===== config.mk =====
export PLATFORM = sky130hd
export DESIGN_NAME = isdu_fetch_ctrl
export DESIGN_NICKNAME = d
export VERILOG_FILES = /design/src/rtl/isdu_fetch_ctrl.sv
export SDC_FILE = /design/constraint.sdc
export NUM_CORES = 1
export LEC_CHECK = 0
export ABC_AREA = 1
export BUFFER_PORTS_ARGS = -buffer_cell sky130_fd_sc_hd__clkbuf_2
export CAP_MARGIN = 20
export CORE_AREA = 2 2 39 41
export CTS_CLUSTER_DIAMETER = 150
export DETAILED_ROUTE_END_ITERATION = 6
export DIE_AREA = 0 0 41 43
export GPL_ROUTABILITY_DRIVEN = 0
export PLACE_DENSITY = 0.68
export SLEW_MARGIN = 20
export SYNTH_ARGS = -nofsm -noshare
export SYNTH_HDL_FRONTEND = slang
export SYNTH_SLANG_ARGS = --single-unit

===== constraint.sdc =====
create_clock -name Clk -period 2.28 [get_ports Clk]
set_input_delay 0.114 -clock Clk [delete_from_list [all_inputs] [get_ports Clk]]
set_output_delay 0.114 -clock Clk [all_outputs]
set_load 0.1 [all_outputs]

===== src/rtl/isdu_fetch_ctrl.sv =====
// isdu_fetch_ctrl
// Instruction fetch sequencer for the LC-3b datapath. It walks the datapath
// through MAR<-PC / PC<-PC+1, an SRAM read into MDR and IR<-MDR. It then
// waits for the operator. One instruction is fetched per Run start or
// Continue press.
//
// Ports
//   Clk        system clock, rising edge
//   Reset      asynchronous, active-high; forces HALTED and idle outputs
//   Run        level; leaves HALTED
//   Continue   level; one fetch per press (rise then fall) while paused
//   load_mar / load_pc / load_mdr / load_ir   datapath register loads
//   GatePC / GateMDR                          data-bus tri-state gates
//   Mem_CE / Mem_OE / Mem_WE                  SRAM strobes, active-low
//   state_dbg  current state encoding for the hex display
//
// Parameter
//   MEM_WAIT   cycles Mem_OE is held low before MDR captures (1..15)
//
// state  | meaning
// -------+-----------------------------------------------------------
// HALTED | idle after reset, waiting for Run
// FETCH1 | PC onto bus, MAR<-PC, PC<-PC+1
// FETCH2 | SRAM read, MEM_WAIT cycles; MDR loads on the last one
// FETCH3 | MDR onto bus, IR<-MDR
// PAUSE1 | waiting for Continue to rise
// PAUSE2 | waiting for Continue to fall, then fetch again
module isdu_fetch_ctrl #(
  parameter int unsigned MEM_WAIT = 2
) (
  input  logic       Clk,
  input  logic       Reset,
  input  logic       Run,
  input  logic       Continue,
  output logic       load_mar,
  output logic       load_pc,
  output logic       load_mdr,
  output logic       load_ir,
  output logic       GatePC,
  output logic       GateMDR,
  output logic       Mem_CE,
  output logic       Mem_OE,
  output logic       Mem_WE,
  output logic [2:0] state_dbg
);

  typedef enum logic [2:0] {
    HALTED = 3'd0,
    FETCH1 = 3'd1,
    FETCH2 = 3'd2,
    FETCH3 = 3'd3,
    PAUSE1 = 3'd4,
    PAUSE2 = 3'd5
  } state_t;

  localparam logic [3:0] WAIT_LAST = 4'(MEM_WAIT - 1);

  state_t     state;
  logic [3:0] wait_cnt;

  always_ff @(posedge Clk or posedge Reset) begin
    if (Reset) begin
      state    <= HALTED;
      wait_cnt <= '0;
    end else begin
      case (state)
        HALTED: if (Run) state <= FETCH1;
        FETCH1: begin
          state    <= FETCH2;
          wait_cnt <= '0;
        end
        FETCH2: begin
          // Counts up through the read; with MEM_WAIT=15 it stops at 15,
          // so the 4-bit counter never wraps.
          wait_cnt <= wait_cnt + 4'd1;
          if (wait_cnt == WAIT_LAST) state <= FETCH3;
        end
        FETCH3: state <= PAUSE1;
        PAUSE1: if (Continue) state <= PAUSE2;
        PAUSE2: if (!Continue) state <= FETCH1;
        default: state <= HALTED;
      endcase
    end
  end

  // Moore decode from state and wait_cnt only. Reset clears the state
  // asynchronously, so the strobes go idle without waiting for an edge.
  always_comb begin
    load_mar = 1'b0;
    load_pc  = 1'b0;
    load_mdr = 1'b0;
    load_ir  = 1'b0;
    GatePC   = 1'b0;
    GateMDR  = 1'b0;
    Mem_CE   = 1'b1;
    Mem_OE   = 1'b1;
    case (state)
      FETCH1: begin
        GatePC   = 1'b1;
        load_mar = 1'b1;
        load_pc  = 1'b1;
      end
      FETCH2: begin
        Mem_CE   = 1'b0;
        Mem_OE   = 1'b0;
        load_mdr = (wait_cnt == WAIT_LAST);
      end
      FETCH3: begin
        GateMDR = 1'b1;
        load_ir = 1'b1;
      end
      default: ;
    endcase
  end

  assign Mem_WE    = 1'b1;
  assign state_dbg = state;

endmodule


==> out/results.txt, run 1 <==
status - finished, final reports clean
Area contributors post-synth - dfrtp_1, inv_1, nand2_1, nor2_1, buf_4
setup-violating endpoint count in the final report - 0
crit path max fanout - 4
critical path type - reg -> out
drt drc - 0
mux cell area share after synthesis - 0
Ant. Diodes - 0
H-tree depth - 1
Die H - 43 um
Total Wirelength - 952 um
cts repair resizes - 0
max-slew violations - 0
Synth Warn # - 0
Yosys reg bits - 7
worst flop-to-flop path startpoint - wait_cnt[1]
die width - 41 um
crit path to - GatePC
post-synthesis simple-gate area fraction - 0.298
largest family of logic cells by synthesized area - simple AND/OR/NAND/NOR gates
sequential fraction of the synthesis area - 0.356
Adder-Cell Fraction of Synth Area - 0.0509
via/cell ratio - 4.64
mapped cell area - 492 um^2
xor/xnor share of the synthesized area - 0.0178
global-route wire length before repair - 1590 um
TritonCTS clock tree - yes
reg2reg setup slack - 1.11 ns
Hold Vio Cnt, Final - 0
Final Cell Area - 603 um^2
Die Area - 1760 um^2
Data arrival, critical path - 1.64 ns
final core occ - 0.436
Post-Route Skew - 0.00205 ns
1st-iter DRT viols - 7
Reg2Reg Depth - 7
Pre-antenna DRT Iters - 4
Hold Crit Class - in -> reg
P&R area growth vs syn - 22.6%
share of layout cells above drive strength 1 - 0.321
Non-Filler Instances - 100
Via Count - 464
startpoint types - flop
Achievable Freq - 570 MHz
max_slew headroom - 0.641
Synth Area in Compound Gates - 0.0865
Avg WL per Cell - 9.52 um
placed cells - 95
DPL Wire Length - 761 um
Syn Area/Cell - 7.02 um^2
syn nets - 76
pin count of the biggest net entering global routing - 9
initial antenna violation count - 0
# port buffers - 14
unrepaired setup endpoints after global routing - no
fin crit period - 1.76 ns
max-cap violation count - 0
CTS buffer count - 3
most common cell after layout, fill and taps aside - clkbuf_2
Synth area leader - dfrtp_1
gate count after technology mapping - 70
# IOs - 16
GR Util All Layers - 0.133
Critical path origin - state_dbg[0]
CP Data Required Time - 2.17 ns
Final nets - 91
dpl cell area - 567 um^2
Yosys top cell area share - 0.356
reg2reg end - state_dbg[2]
vias in the first global route - 424
Setup TNS Final - 0 ns
Yosys cell types - 16
initial core utilization - 0.355
commonest non-fill, non-tap cells in the layout - clkbuf_2, inv_1, nand2_1
core box area - 1380 um^2
Routed Antenna Nets - 0
clock transition at the registers of the reported paths - 0.05 ns
global route total overflow - 0
Clk Latency, worst-skew pair - 0.25 ns
root buffer cell - clkbuf_4
crit end category - output port
period utilization - 0.770
clock sink total - 7
measured slew at the worst slew-check pin - 0.541 ns
row count - 14
Clock Path Buffers - 2
[flip-flops by register name, indices dropped and copies added, names as in the netlist]
name and count:
wait_cnt 4, state_dbg 3
[synthesized netlist by cell type]
cell type	instances
a21oi_1	3
buf_4	5
conb_1	1
dfrtp_1	7
ha_1	2
inv_1	13
inv_2	1
nand2_1	12
nand2_2	2
nand3_1	6
nand3_4	1
nor2_1	11
o21ai_0	2
o21ai_1	1
o22ai_1	2
xnor2_1	1
[worst min path at each step]
stage,start,to,cells past startpoint,slack (ns)
after floorplan,Reset,wait_cnt[0],1,-0.08
after CTS,Continue,state_dbg[0],5,0.22
after detailed placement,Reset,wait_cnt[3],2,0.05
after global placement,Reset,wait_cnt[0],2,0.04
after global routing,Continue,state_dbg[0],5,0.27
final,Continue,state_dbg[0],5,0.22
[worst max-delay path, stage by stage (launching register included)]
cell        delay [ns]
dfrtp_2           0.38
inv_1             0.09
nor2_1            0.20
nand2_1           0.16
clkinvlp_4        0.11
clkbuf_2          0.45
[cell type report]
cell class | count | area [um^2]
Clock buffer | 4 | 26.3
Fill cell | 165 | 781
Multi-Input combinational cell | 44 | 241
Inverter | 14 | 56.3
Timing Repair Buffer | 15 | 80.1
Sequential cell | 7 | 179
Tap cell | 16 | 20.0
[metrics by stage]
step	hold slack, ns	setup WS, ns
3_5_place_dp	0.0521	0.789
5_1_grt	0.273	0.418
4_1_cts	0.221	0.521
2_1_floorplan	-0.0828	0.120
6_report	0.222	0.525
3_3_place_gp	0.0387	0.825
[kinds of logic (layout without fill, tap and decap cells)]
group | Yosys count | count (layout)
and+or+nand+nor | 32 | 32
buffers and inverters | 19 | 33
AOI/OAI and AO/OA | 8 | 8
DFF | 7 | 7
adders and majority gates | 2 | 2
other | 1 | 1
xor gates and xnor gates | 1 | 1
[repair_timing]
action | CTS | global route
buffers inserted | 0 | 0
hold buffers | 1 | 0
endpoints found under the hold margin | 7 | 0
[per-layer routing]
metal,GRT usage,wire length (um),vias up,part of all wire
li1,-,-,237,-
met1,0.170,415,207,0.44
met3,0.0157,59,3,0.062
met2,0.203,454,17,0.48
met5,0,0,-,0
met4,0.0800,23,0,0.024
Power of run 1 is left out: the tool's default activity adds up to more than one toggle a clock period on the data nets, which glitch-free logic cannot reach.
==> inputs of run 2 (changes only) <==
--- a/config.mk
+++ b/config.mk
@@ -5,7 +5,7 @@
 export SDC_FILE = /design/constraint.sdc
 export NUM_CORES = 1
 export LEC_CHECK = 0
-export ABC_AREA = 1
+export ABC_AREA = 0
 export BUFFER_PORTS_ARGS = -buffer_cell sky130_fd_sc_hd__clkbuf_2
 export CAP_MARGIN = 20
 export CORE_AREA = 2 2 39 41
@@ -13,7 +13,7 @@
 export DETAILED_ROUTE_END_ITERATION = 6
 export DIE_AREA = 0 0 41 43
 export GPL_ROUTABILITY_DRIVEN = 0
-export PLACE_DENSITY = 0.68
+export PLACE_DENSITY = 0.63
 export SLEW_MARGIN = 20
 export SYNTH_ARGS = -nofsm -noshare
 export SYNTH_HDL_FRONTEND = slang
==> constraint.sdc (replaced) <==
create_clock -name Clk -period 1.6 [get_ports Clk]
set_input_delay 0.08 -clock Clk [delete_from_list [all_inputs] [get_ports Clk]]
set_output_delay 0.08 -clock Clk [all_outputs]
set_load 0.1 [all_outputs]
==> run 2 against run 1 <==
Effect of this change: the flow now finishes with violations (negative setup slack); worst hold slack better by 0.011 ns; via count is 24% lower; first-iteration DRC count down 43%; critical endpoint is now load_mdr.
==> out/results.txt, run 2 <==
Synth Warn # - 0 (unchanged)
Reg2Reg Depth - 5 (was 7)
setup-violating endpoint count in the final report - 4 (was 0)
Ant. Diodes - 0 (unchanged)
status - finished, violations left (was finished, final reports clean)
startpoint types - flop (unchanged)
drt drc - 0 (unchanged)
Final nets - 71 (was 91)
Synth area leader - dfrtp_1 (unchanged)
worst flop-to-flop path startpoint - state_dbg[0] (was wait_cnt[1])
fin worst setup slack - -0.144 ns (was 0.525 ns)
Post-Route Skew - 0.000424 ns (was 0.00205 ns)
measured slew at the worst slew-check pin - 0.544 ns (was 0.541 ns)
CP max stage cell - dfrtp_4 (was clkbuf_2)
Routed Antenna Nets - 0 (unchanged)
pin count of the biggest net entering global routing - 8 (was 9)
DPL Wire Length - 629 um (was 761 um)
Hold Crit Class - in -> reg (unchanged)
Non-Filler Instances - 80 (was 100)
fin crit period - 1.74 ns
max-slew violations - 0 (unchanged)
via/cell ratio - 4.40 (was 4.64)
critical path type - reg -> out (unchanged)
row count - 14 (unchanged)
worst path bufs/invs - 2 (was 3)
ys flop type - dfrtp_1 (unchanged)
GR Util met2 - 0.188 (was 0.203)
H-tree depth - 1 (unchanged)
vias in the first global route - 316 (was 424)
crit end category - output port (unchanged)
failing checks - negative setup slack
grt peak-use layer - met2 (unchanged)
CTS buffer count - 3 (unchanged)
EDFF count, synth - 0 (unchanged)
P&R area growth vs syn - 65.9% (was 22.6%)
initial antenna violation count - 0 (unchanged)
count leader, synth - dfrtp_1 (was inv_1)
GR Util All Layers - 0.132 (was 0.133)
max reg flops - 4 (unchanged)
M1 GR Usage - 0.183 (was 0.170)
Hold Crit Start - Continue (unchanged)
Hold Vio Cnt, Final - 0 (unchanged)
Post-synth ARST share - 1.00 (unchanged)
placed cells - 67 (was 95)
Crit path max-delay family - simple AND/OR/NAND/NOR gates (was buffers and inverters)
crit-path cells - nor3b_4 > inv_6 > nor4b_4 > buf_12 (was inv_1 > nor2_1 > nand2_1 > clkinvlp_4 > clkbuf_2)
Pre-antenna DRT Iters - 3 (was 4)
Die Area - 1760 um^2 (unchanged)
CP Data Required Time - 1.52 ns (was 2.17 ns)
Achievable Freq - 574 MHz
Via Count - 352 (was 464)
# IOs - 16 (unchanged)
most common cell after layout, fill and taps aside - buf_4 (was clkbuf_2)
Clock Path Buffers - 2 (unchanged)
commonest non-fill, non-tap cells in the layout - buf_4, clkbuf_2, inv_1, buf_12, dfrtp_1 (was clkbuf_2, inv_1, nand2_1)
crit path max fanout - 4 (unchanged)
Avg WL per Cell - 12.3 um (was 9.52 um)
gate count after technology mapping - 42 (was 70)
share of layout cells above drive strength 1 - 0.563 (was 0.321)
global route total overflow - 0 (unchanged)
unrepaired setup endpoints after global routing - yes (was no)
layout filler cell count - 121 (was 165)
Area contributors post-synth - dfrtp_1, buf_4, ha_1, inv_1, or3b_2 (was dfrtp_1, inv_1, nand2_1, nor2_1, buf_4)
clock transition at the registers of the reported paths - 0.05 ns (about the same)
reg2reg end - wait_cnt[2] (was state_dbg[2])
core box area - 1380 um^2 (unchanged)
commonest cells in the netlist - dfrtp_1, buf_4, inv_1 (was inv_1, nand2_1, nor2_1)
max-cap violation count - 0 (unchanged)
clock sink total - 7 (unchanged)
Die H - 43 um (unchanged)
Yosys top cell area share - 0.433 (was 0.356)
TritonCTS clock tree - yes (unchanged)
worst hold endpoint - state_dbg[2] (was state_dbg[0])
Data arrival, critical path - 1.66 ns (was 1.64 ns)
grt met3 use - 0.0314 (was 0.0157)
Clk Latency, worst-skew pair - 0.24 ns (was 0.25 ns)
mapped cell area - 404 um^2 (was 492 um^2)
initial core utilization - 0.292 (was 0.355)
Syn Area/Cell - 9.62 um^2 (was 7.02 um^2)
root buffer cell - clkbuf_4 (unchanged)
global-route wire length before repair - 1500 um (was 1590 um)
Total Wirelength - 987 um (was 952 um)
# port buffers - 14 (unchanged)
syn nets - 48 (was 76)
largest register by flop count - wait_cnt (unchanged)
1st-iter DRT viols - 4 (was 7)
WHS Path Cells - 4 (was 5)
Yosys cell types - 20 (was 16)
Max stage delay on crit path - 0.50 ns (was 0.45 ns)
reg2reg setup slack - 0.06 ns (was 1.11 ns)
sequential fraction of the synthesis area - 0.433 (was 0.356)
Yosys reg bits - 7 (unchanged)
period utilization - 1.09
die width - 41 um (unchanged)
max_slew headroom - 0.639 (was 0.641)
run 2: cell types whose count changed after synthesis, moves of 2 or more:
| cell | before | now |
|---|---|---|
| inv_1 | 13 | 5 |
| nand2_1 | 12 | 3 |
| nor2_1 | 11 | 2 |
| nand2_2 | 2 | 0 |
| or3b_2 | 0 | 2 |
| nand3_1 | 6 | 0 |
run 2: final cells by class:
cell class              instances  area [um^2]  area share
multi-input cells              24          189       0.282
clock buffers                   4         26.3      0.0392
well taps                      16         20.0      0.0299
flip-flops and latches          7          186       0.278
inverters                       6         31.3      0.0466
repair buffers                 23          218       0.325
run 2: cells by family (layout without fill, tap and decap cells):
group | after synthesis | in the layout | synth area share
and+or+nand+nor | 12 | 12 | 0.204
buffers and inverters | 11 | 33 | 0.149
AOI/OAI and AO/OA | 8 | 8 | 0.118
DFF | 7 | 7 | 0.433
adders and majority gates | 2 | 2 | 0.0619
other | 1 | 1 | 0.00928
muxes | 1 | 1 | 0.0248
run 2: tightest hold or removal path, stage by stage:
cell and delay (ns):
clkbuf_2 0.09, inv_1 0.05, a21oi_1 0.06, a21o_1 0.17
run 2: what timing repair did:
action                                  in CTS  in global routing
setup buffers                                5                  3
pin swaps                                    2                  2
endpoints found under the setup margin       6                  6
hold buffers                                 1                  0
hold endpoints to repair                     7                  0
resized for setup                            2                  5
run 2: how the worst max path moves through the flow:
| stage | startpoint | to | slack [ns] | cells after the start |
|---|---|---|---|---|
| floorplan | state_dbg[1] | state_dbg[0] | -0.94 | 4 |
| CTS | state_dbg[2] | load_mdr | -0.14 | 4 |
| global placement | state_dbg[0] | load_mdr | 0.09 | 4 |
| finish | state_dbg[0] | load_mdr | -0.14 | 4 |
| detailed placement | state_dbg[0] | load_mdr | 0.03 | 4 |
| global route | state_dbg[0] | load_mdr | -0.22 | 4 |
run 2: routing by layer:
metal	part of all wire	vias up
li1	-	176
met4	0.0081	0
met2	0.52	9
met5	0	-
met3	0.035	2
met1	0.43	165
run 2: per-stage QoR:
step | utilization | instance area, um^2 | setup TNS [ns] | setup WS [ns] | hold slack (ns)
after global routing | 0.485 | 671 | -0.365 | -0.216 | 0.247
after floorplan | - | 467 | -3.33 | -0.943 | -0.117
after detailed placement | 0.404 | 559 | 0 | 0.0285 | 0.00775
final | 0.485 | 671 | -0.168 | -0.144 | 0.233
after global placement | 0.404 | 559 | 0 | 0.0858 | 0.00444
after CTS | 0.461 | 638 | -0.538 | -0.143 | 0.229
Power of run 2 is left out for the same reason.
==> inputs of run 3 (changes only) <==
--- a/config.mk
+++ b/config.mk
@@ -5,7 +5,7 @@
 export SDC_FILE = /design/constraint.sdc
 export NUM_CORES = 1
 export LEC_CHECK = 0
-export ABC_AREA = 0
+export ABC_AREA = 1
 export BUFFER_PORTS_ARGS = -buffer_cell sky130_fd_sc_hd__clkbuf_2
 export CAP_MARGIN = 20
 export CORE_AREA = 2 2 39 41
@@ -13,7 +13,8 @@
 export DETAILED_ROUTE_END_ITERATION = 6
 export DIE_AREA = 0 0 41 43
 export GPL_ROUTABILITY_DRIVEN = 0
-export PLACE_DENSITY = 0.63
+export GPL_TIMING_DRIVEN = 0
+export PLACE_DENSITY = 0.71
 export SLEW_MARGIN = 20
 export SYNTH_ARGS = -nofsm -noshare
 export SYNTH_HDL_FRONTEND = slang
==> run 3 against run 2 <==
Effect of this change: the flow now finishes without violations; core utilization grew 5.2 points; sequential cell count is the same; critical path depth is the same; global-route usage grew 0.75 points; setup slack gained 0.22 ns; first-iteration DRC count grew 25%; wire length shrank 9.2%; sequential share of layout area shrank 2.7 points.
==> out/results.txt, run 3 (synthesis results as in run 1) <==
status - finished, final reports clean (was finished, violations left)
largest register by flop count - wait_cnt (unchanged)
core box area - 1380 um^2 (unchanged)
Hold Crit Class - in -> reg (unchanged)
P&R area growth vs syn - 51.1% (was 65.9%)
clock sink total - 7 (unchanged)
reg2reg end - state_dbg[2] (was wait_cnt[2])
Die Area - 1760 um^2 (unchanged)
via/cell ratio - 4.30 (was 4.40)
Total Wirelength - 896 um (was 987 um)
unrepaired setup endpoints after global routing - no (was yes)
Hold Crit Start - Continue (unchanged)
crit end category - output port (unchanged)
most common cell after layout, fill and taps aside - nand2_1 (was buf_4)
measured slew at the worst slew-check pin - 0.548 ns (was 0.544 ns)
Data arrival, critical path - 1.44 ns (was 1.66 ns)
WHS Path Cells - 5 (was 4)
# IOs - 16 (unchanged)
Final nets - 96 (was 71)
Hold Vio Cnt, Final - 0 (unchanged)
Multi-input gate area - 251 um^2 (was 189 um^2)
DPL Wire Length - 738 um (was 629 um)
commonest non-fill, non-tap cells in the layout - nand2_1, inv_1, nor2_1 (was buf_4, clkbuf_2, inv_1, buf_12, dfrtp_1)
Routed Antenna Nets - 0 (unchanged)
CP Data Required Time - 1.52 ns (about the same)
Clk Latency, worst-skew pair - 0.24 ns (about the same)
setup-violating endpoint count in the final report - 0 (was 4)
worst hold endpoint - state_dbg[0] (was state_dbg[2])
die width - 41 um (unchanged)
startpoint types - flop (unchanged)
row count - 14 (unchanged)
Die H - 43 um (unchanged)
Clock Path Buffers - 2 (unchanged)
root buffer cell - clkbuf_4 (unchanged)
Ant. Diodes - 0 (unchanged)
Post-Route Skew - 0.000845 ns (was 0.000424 ns)
vias in the first global route - 432 (was 316)
highest metal used - met4 (unchanged)
max-slew violations - 0 (unchanged)
reg2reg setup slack - 0.41 ns (was 0.06 ns)
Sequential Area - 186 um^2 (unchanged)
CTS buffer count - 3 (unchanged)
clock transition at the registers of the reported paths - 0.05 ns (about the same)
initial antenna violation count - 0 (unchanged)
Reg2Reg Depth - 7 (was 5)
Achievable Freq - 658 MHz (was 574 MHz)
period utilization - 0.950 (was 1.09)
max_slew headroom - 0.636 (was 0.639)
GR Util All Layers - 0.139 (was 0.132)
Met3 Wirelength - 42 um (was 35 um)
Pre-antenna DRT Iters - 4 (was 3)
global route total overflow - 0 (unchanged)
drt drc - 0 (unchanged)
Non-Filler Instances - 105 (was 80)
max-cap violation count - 0 (unchanged)
fin crit period - 1.52 ns (was 1.74 ns)
H-tree depth - 1 (unchanged)
1st-iter DRT viols - 5 (was 4)
critical path type - reg -> out (unchanged)
crit path max fanout - 8 (was 4)
layout filler cell count - 130 (was 121)
Post-CTS Setup Bufs - 0 (was 5)
placed cells - 100 (was 67)
pin count of the biggest net entering global routing - 9 (was 8)
routed length on met2 - 458 um (was 516 um)
global-route wire length before repair - 1610 um (was 1500 um)
max reg flops - 4 (unchanged)
share of layout cells above drive strength 1 - 0.416 (was 0.563)
WL met1 - 387 um (was 427 um)
Avg WL per Cell - 8.53 um (was 12.3 um)
Via Count - 452 (was 352)
# port buffers - 14 (unchanged)
worst flop-to-flop path startpoint - wait_cnt[1] (was state_dbg[0])
TritonCTS clock tree - yes (unchanged)
initial core utilization - 0.355 (was 0.292)
[run 3: changes by cell type in the layout (fill, tap and decap cells not counted), moves of 2 or more]
cell     change
nand2_1      +8
nor2_1       +7
nand3_1      +6
buf_4        -5
inv_1        +5
inv_2        +3
nand2_2      +3
nor2_4       +3
buf_6        -2
buf_8        +2
[run 3: cell type report]
class	count	share of cell area
Multi-Input combinational cell	44	0.338
Sequential cell	7	0.251
Timing Repair Buffer	15	0.168
Buffer	5	0.101
Inverter	14	0.0791
Clock buffer	4	0.0354
Tap cell	16	0.0269
[run 3: what timing repair did]
item	CTS	global route
hold buffers	1	0
pin swaps	0	0
endpoints found under the hold margin	7	0
gates resized for setup	10	5
endpoints found under the setup margin	7	5
[run 3: layer usage]
layer | up-vias | track usage
met5 | - | 0
met2 | 11 | 0.197
met3 | 2 | 0.0471
met1 | 190 | 0.158
li1 | 249 | -
met4 | 0 | 0.120
[run 3: critical path, cell delays in order (launching register included)]
cell        delay (ns)
dfrtp_4           0.52
nor2_4            0.15
nand2_2           0.09
clkinvlp_4        0.12
buf_4             0.30
[run 3: metrics by stage]
step                worst slack (ns)   util  hold slack [ns]  TNS, ns  area, um^2
finish                        0.0802  0.537            0.207        0         743
global placement               0.109  0.478          -0.0136        0         662
CTS                           0.0208  0.535            0.201        0         741
floorplan                     -0.214      -           -0.117   -0.789         572
detailed placement            0.0920  0.478          -0.0125        0         662
global route                 0.00967  0.537            0.274        0         743
[run 3: how the worst max path moves through the flow]
stage	startpoint	to	slack (ns)	cells after the start
detailed placement	state_dbg[2]	load_mar	0.09	5
finish	state_dbg[2]	GatePC	0.08	4
global route	state_dbg[2]	GateMDR	0.01	4
global placement	state_dbg[2]	load_mar	0.11	5
CTS	state_dbg[2]	GatePC	0.02	4
floorplan	state_dbg[0]	load_mar	-0.21	5
Power of run 3 is left out for the same reason.
